<file path="src/rtl/spi_master_reader.sv">
// spi_master_reader
//   SPI master that reads bytes, MSB first, from the FPGA-side SPI slave
//   transmitter. It generates SCK (idles low) and SSEL (active low, idles
//   high), samples MISO the cycle before each SCK rising edge, and presents
//   every assembled byte with a one-cycle rx_valid strobe and its index in
//   the frame. Each frame reads BYTES_PER_FRAME bytes with SCK running
//   continuously across byte boundaries, followed by a HOLD phase (SSEL
//   still low) and a COOL phase (SSEL high) before the next start.
//
//   Parameters
//     CLK_DIV          SCK half-period in clk cycles (minimum 4)
//     BYTES_PER_FRAME  bytes per SSEL-low frame (1..255)
//
//   Ports
//     clk, rst         clock and synchronous active-high reset
//     start            begin a frame (sampled in IDLE only)
//     busy             frame in progress
//     SCK, SSEL, MISO  SPI pins
//     rx_data          last received byte, held until the next rx_valid
//     rx_valid         one-cycle strobe, rx_data/byte_idx are new
//     byte_idx         0-based index of rx_data within the frame
//     frame_done       one-cycle strobe on the last cycle of a frame
//
//   Optional feature (macro SPI_MASTER_MOSI_EN)
//     Adds tx_data (8-bit input) and MOSI (output). tx_data is loaded at the
//     start of each byte and shifted out MSB first; MOSI changes only as SCK
//     falls and is 0 outside the frame.
module spi_master_reader #(
    parameter int CLK_DIV         = 8,
    parameter int BYTES_PER_FRAME = 4
) (
    input  logic       clk,
    input  logic       rst,
    input  logic       start,
    output logic       busy,
    output logic       SCK,
    output logic       SSEL,
    input  logic       MISO,
`ifdef SPI_MASTER_MOSI_EN
    input  logic [7:0] tx_data,
    output logic       MOSI,
`endif
    output logic [7:0] rx_data,
    output logic       rx_valid,
    output logic [7:0] byte_idx,
    output logic       frame_done
);

    localparam int               DIV_W     = $clog2(CLK_DIV);
    localparam logic [DIV_W-1:0] DIV_LAST  = DIV_W'(CLK_DIV - 1);
    localparam logic [7:0]       BYTE_LAST = 8'(BYTES_PER_FRAME - 1);

    typedef enum logic [2:0] {IDLE, LOW, HIGH, HOLD, COOL} state_t;

    state_t           state, state_nxt;
    logic [DIV_W-1:0] div_cnt, div_nxt;
    logic [2:0]       bit_cnt, bit_nxt;
    logic [7:0]       byte_cnt, byte_nxt;
    logic [7:0]       shreg;
    logic             div_last;
    logic             sample;      // last LOW cycle: MISO captured at this edge
    logic             byte_start;  // next cycle is the first LOW cycle of a byte
    logic             bit_shift;   // SCK falls inside a byte
    logic             in_frame_nxt;
    logic             done_nxt;
    logic             byte_end;

    assign div_last = (div_cnt == DIV_LAST);
    assign byte_end = sample && (bit_cnt == 3'd7);

    always_comb begin
        state_nxt  = state;
        div_nxt    = div_cnt + 1'b1;
        bit_nxt    = bit_cnt;
        byte_nxt   = byte_cnt;
        sample     = 1'b0;
        byte_start = 1'b0;
        bit_shift  = 1'b0;
        case (state)
            IDLE: begin
                div_nxt = '0;
                if (start) begin
                    state_nxt  = LOW;
                    bit_nxt    = 3'd0;
                    byte_nxt   = 8'd0;
                    byte_start = 1'b1;
                end
            end
            LOW: begin
                if (div_last) begin
                    state_nxt = HIGH;
                    div_nxt   = '0;
                    sample    = 1'b1;
                end
            end
            HIGH: begin
                if (div_last) begin
                    div_nxt = '0;
                    if (bit_cnt != 3'd7) begin
                        bit_nxt   = bit_cnt + 3'd1;
                        state_nxt = LOW;
                        bit_shift = 1'b1;
                    end else begin
                        bit_nxt  = 3'd0;
                        byte_nxt = byte_cnt + 8'd1;
                        if (byte_cnt == BYTE_LAST) begin
                            state_nxt = HOLD;
                        end else begin
                            // no inter-byte gap: straight into the next LOW
                            state_nxt  = LOW;
                            byte_start = 1'b1;
                        end
                    end
                end
            end
            HOLD: begin
                if (div_last) begin
                    state_nxt = COOL;
                    div_nxt   = '0;
                end
            end
            COOL: begin
                if (div_last) begin
                    state_nxt = IDLE;
                    div_nxt   = '0;
                end
            end
            default: begin
                state_nxt = IDLE;
                div_nxt   = '0;
            end
        endcase
        in_frame_nxt = (state_nxt == LOW) || (state_nxt == HIGH) || (state_nxt == HOLD);
        done_nxt     = (state_nxt == COOL) && (div_nxt == DIV_LAST);
    end

    // Outputs are registered from the next-state decode so they line up
    // with the state they describe.
    always_ff @(posedge clk) begin
        if (rst) begin
            state      <= IDLE;
            div_cnt    <= '0;
            bit_cnt    <= 3'd0;
            byte_cnt   <= 8'd0;
            SCK        <= 1'b0;
            SSEL       <= 1'b1;
            busy       <= 1'b0;
            rx_valid   <= 1'b0;
            frame_done <= 1'b0;
            rx_data    <= 8'd0;
            byte_idx   <= 8'd0;
        end else begin
            state      <= state_nxt;
            div_cnt    <= div_nxt;
            bit_cnt    <= bit_nxt;
            byte_cnt   <= byte_nxt;
            SCK        <= (state_nxt == HIGH);
            SSEL       <= !in_frame_nxt;
            busy       <= (state_nxt != IDLE) && !done_nxt;
            frame_done <= done_nxt;
            rx_valid   <= byte_end;
            if (byte_end) begin
                rx_data  <= {shreg[6:0], MISO};
                byte_idx <= byte_cnt;
            end
        end
    end

    always_ff @(posedge clk) begin
        if (sample) begin
            shreg <= {shreg[6:0], MISO};
        end
    end

`ifdef SPI_MASTER_MOSI_EN
    logic [7:0] tx_shreg, tx_nxt;

    always_comb begin
        tx_nxt = tx_shreg;
        if (byte_start) begin
            tx_nxt = tx_data;
        end else if (bit_shift) begin
            tx_nxt = {tx_shreg[6:0], 1'b0};
        end
    end

    always_ff @(posedge clk) begin
        tx_shreg <= tx_nxt;
    end

    always_ff @(posedge clk) begin
        if (rst) begin
            MOSI <= 1'b0;
        end else begin
            MOSI <= in_frame_nxt && tx_nxt[7];
        end
    end
`else
    // Receive-only build: no transmit path.
`endif

endmodule

</file>
<file path="config.mk">
export PLATFORM = sky130hd
export DESIGN_NAME = spi_master_reader
export DESIGN_NICKNAME = d
export VERILOG_FILES = /design/src/rtl/spi_master_reader.sv
export SDC_FILE = /design/constraint.sdc
export NUM_CORES = 1
export LEC_CHECK = 0
export BUFFER_PORTS_ARGS = -buffer_cell sky130_fd_sc_hd__buf_4
export CORE_MARGIN = 3
export CORE_UTILIZATION = 30
export CTS_BUF_LIST = sky130_fd_sc_hd__clkbuf_16
export DETAILED_ROUTE_END_ITERATION = 8
export PLACE_DENSITY_LB_ADDON = 0.08
export SYNTH_ARGS = -nofsm -noshare
export SYNTH_HDL_FRONTEND = slang
export SYNTH_SLANG_ARGS = --single-unit
</file>
<file path="constraint.sdc">
create_clock -name clk -period 2.6 [get_ports clk]
set_clock_uncertainty 0.2 [all_clocks]
set_input_delay 0 -clock clk [delete_from_list [all_inputs] [get_ports clk]]
set_output_delay 0 -clock clk [all_outputs]
set_load 0.005 [all_outputs]
</file>
==> results.sh <==
export IMPL_outcome="finished, final reports clean"
export IMPL_critical_path_n_buffers_inverters=0
export IMPL_routed_wirelength_um=4041
export IMPL_postSynthAreaPerCell_sq_um=9.612
export IMPL_global_route_wire_length_before_repair_um=6824
export IMPL_timing_max_cap_violations=0
export IMPL_synth_top_family_by_area="simple AND/OR/NAND/NOR gates"
export IMPL_use_met3_pct=3.435
export IMPL_muxShareOfSynthArea_pct=0.5424
export IMPL_core_sq_um=5743
export IMPL_synth_edf_count=7
export IMPL_worstMarginPinSlew_ns=0.6558
export IMPL_slowest_delay_ns=0.80
export IMPL_grt_start_max_net_pins=28
export IMPL_avgViaCountPerCell=4.903
export IMPL_top_usage_layer="met2"
export IMPL_critPathCaptureType="register"
export IMPL_hold_path_class="register to register"
export IMPL_final_antenna_diode_count=0
export IMPL_timing_hold_ws_ns=0.2521
export IMPL_grt_total_usage_pct=11.73
export IMPL_detail_route_wl_per_cell_um=13.93
export IMPL_mostFrequentLayoutCells="sky130_fd_sc_hd__dfxtp_1, sky130_fd_sc_hd__nand2_1, sky130_fd_sc_hd__buf_4, sky130_fd_sc_hd__a21oi_1, sky130_fd_sc_hd__nor2_1"
export IMPL_grt_met2_usage_pct=18.72
export IMPL_synth_cells=192
export IMPL_hold_path_startpoint="shreg[3]"
export IMPL_synthTopCellsByArea="sky130_fd_sc_hd__dfxtp_1, sky130_fd_sc_hd__edfxtp_1, sky130_fd_sc_hd__nand2_1, sky130_fd_sc_hd__a21oi_1, sky130_fd_sc_hd__ha_1"
export IMPL_final_min_period_over_clock_period_pct=86.10
export IMPL_finalHoldViolations=0
export IMPL_cp_startpoint="bit_cnt[0]"
export IMPL_timing_critical_path_cells="ha_1 -> ha_1 -> nand2_2 -> or4b_1 -> nand2_1 -> a21oi_1"
export IMPL_number_of_nets_in_the_final_layout=226
export IMPL_drtIter0Drc=85
export IMPL_floorplan_initialDensity_pct=32.14
export IMPL_yosysWarningCount=0
export IMPL_pwr_density_cell_nw_per_um2=605.9
export IMPL_clock_tree_from_tritoncts="yes"
export IMPL_yosysSeqAreaShare_pct=52.61
export IMPL_timing_final_setup_violations=0
export IMPL_power_leakage_uw=0.0008348
export IMPL_fin_util_pct=39.19
export IMPL_synth_compound_area_share_pct=12.81
export IMPL_cts_root_buf="sky130_fd_sc_hd__clkbuf_16"
export IMPL_floorplan_die_area_sq_um=7128
export IMPL_grt_antenna_before_repair=0
export IMPL_asyncSetResetFlopFracSynth_pct=0
export IMPL_synth_flop_cell="sky130_fd_sc_hd__dfxtp_1"
export IMPL_globalplace_congestion=0.7440
export IMPL_grt_setup_unrepaired="false"
export IMPL_remaining_max_slew_budget_at_the_tightest_pin_pct=56.22
export IMPL_yosys_register_bits=45
export IMPL_row_count=27
export IMPL_cts_resized=0
export IMPL_layout_cells_most_common="sky130_fd_sc_hd__dfxtp_1"
export IMPL_worstSetupPathType="register to register"
export IMPL_crit_slowest_cell="sky130_fd_sc_hd__or4b_1"
export IMPL_synth_simple_area_share_pct=24.81
export IMPL_timing_critical_path_fanout_max=17
export IMPL_yosys_cell_types_count=43
export IMPL_num_fill_cells=618
export IMPL_dp_hpwl_um=2776
export IMPL_finalWorstSetupSlack_ns=0.3613
export IMPL_numCtsBuffers=5
export IMPL_cp_common_cell="sky130_fd_sc_hd__ha_1"
export IMPL_critical_path_arrival_ns=2.20
export IMPL_fmax_ghz=0.4467
export IMPL_grt_met1_usage_pct=15.42
export IMPL_length_of_the_first_detailed_routing_pass_in_iterations=4
export IMPL_post_synth_fa_ha_maj_area_fraction_pct=3.390
export IMPL_preCtsSetupSlack_ns=0.3431
export IMPL_syn_nets=201
export IMPL_area_delta_synth_final_pct=21.97
export IMPL_vias=1422
export IMPL_clock_sinks=45
export IMPL_cts_path_max_buffers=2
export IMPL_remaining_drc_errors=0
export IMPL_buffers_on_ports=24
export IMPL_tns_ns=0
export IMPL_clk_latency_ns=0.28
export IMPL_timing_rr_start="bit_cnt[0]"
export IMPL_startpoint_type="register"
export IMPL_drive_gt1_share_pct=17.43
export IMPL_syn_area_sq_um=1846
export IMPL_yosys_area_top_type_share_pct=41.22
export IMPL_grt_overflow_total=0
export IMPL_h_tree_depth=2
export IMPL_die_width_um=84.43
export IMPL_critPathTopFamily="simple AND/OR/NAND/NOR gates"
export IMPL_io_pin_count=25
export IMPL_finalCriticalPeriod_ns=2.239
export IMPL_vdd_ir_drop_max_v=0.0002181
export IMPL_antenna_violating_nets_post_route=0
export IMPL_synth_xor_xnor_area_share_pct=2.373
export IMPL_grt_pass1_vias=1416
export IMPL_critical_path_required_ns=2.56
export IMPL_worst_setup_hold_path_clk_slew_ns=0.06
export IMPL_synth_top_cell_by_area="sky130_fd_sc_hd__dfxtp_1"
export IMPL_die_height_um=84.43
export IMPL_final_max_slew_viol_count=0
[cells by family (layout without fill, tap and decap cells)]
kind of cell / after synthesis / count (layout)
compound gates: 39 / 39
buf+inv: 13 / 39
fa+ha+maj: 5 / 5
flops: 45 / 45
mux: 1 / 1
simple gates: 84 / 84
xor+xnor: 5 / 5
[area by class of cell]
cell class / count / area [sq um] / share of cell area [%]
flip-flops and latches: 45 / 970.9 / 43.14
multi-input cells: 134 / 810.8 / 36.02
repair buffers: 30 / 232.7 / 10.34
clock buffers: 5 / 125.1 / 5.559
well taps: 72 / 90.09 / 4.002
clock inverters: 3 / 17.52 / 0.7782
inverters: 1 / 3.754 / 0.1668
[cell usage after synthesis (2+ instances only)]
cell                         n
sky130_fd_sc_hd__nand3b_1    2
sky130_fd_sc_hd__nor4bb_1    3
sky130_fd_sc_hd__nor2_1     15
sky130_fd_sc_hd__nor3_1      3
sky130_fd_sc_hd__xor2_1      4
sky130_fd_sc_hd__and4bb_1    2
sky130_fd_sc_hd__nand2_1    36
sky130_fd_sc_hd__clkbuf_1    5
sky130_fd_sc_hd__nor3b_1     3
sky130_fd_sc_hd__nor4_1      2
sky130_fd_sc_hd__a22oi_1     3
sky130_fd_sc_hd__buf_2       6
sky130_fd_sc_hd__edfxtp_1    7
sky130_fd_sc_hd__o2111ai_1   2
sky130_fd_sc_hd__nand2b_1    3
sky130_fd_sc_hd__dfxtp_1    38
sky130_fd_sc_hd__and3_1      3
sky130_fd_sc_hd__or3_1       2
sky130_fd_sc_hd__a21oi_1    21
sky130_fd_sc_hd__ha_1        5
sky130_fd_sc_hd__o21ai_1     5
[where the power goes]
group	internal (uW)	switching, uW
Combinational	17.4	20.7
Clock	352	257
Sequential	709	7.08
Total	1080	285
[worst paths after layout]
kind	cells past startpoint	slack [ns]	to
setup / recovery	6	0.36	byte_idx[7]
hold / removal	0	0.25	shreg[4]
setup reg to reg	6	0.36	byte_idx[7]
hold reg to reg	0	0.25	shreg[4]
[state kept, by name (all words and copies together), names as in the netlist]
name	count
byte_cnt	8
byte_idx	8
rx_data	8
shreg	7
bit_cnt	3
div_cnt	3
state	3
SCK	1
SSEL	1
busy	1
frame_done	1
rx_valid	1
[layer usage]
| layer | up-vias | wire [um] |
|---|---|---|
| met5 | - | 0 |
| met4 | 0 | 40 |
| met3 | 4 | 193 |
| met2 | 30 | 1871 |
| met1 | 666 | 1935 |
| li1 | 722 | - |
[worst register-to-register path, stage by stage (launching register included)]
cell	delay, ns
sky130_fd_sc_hd__dfxtp_1	0.37
sky130_fd_sc_hd__ha_1	0.17
sky130_fd_sc_hd__ha_1	0.23
sky130_fd_sc_hd__nand2_2	0.11
sky130_fd_sc_hd__or4b_1	0.80
sky130_fd_sc_hd__nand2_1	0.17
sky130_fd_sc_hd__a21oi_1	0.08
[through the flow]
stage	area [sq um]	instances	power, uW
after floorplan	1846	192	753.0
after CTS	2251	290	1383
after global placement	2078	279	765.1
after global routing	2251	290	1413
final	2251	290	1364
after detailed placement	2078	279	766.0
[what timing repair did]
action / 4_1_cts / 5_1_grt
hold buffers: 3 / 0
buffers inserted: 0 / 0
setup endpoints to repair: 0 / 0
hold endpoints to repair: 25 / 0
Power figures use the tool's default switching activity.
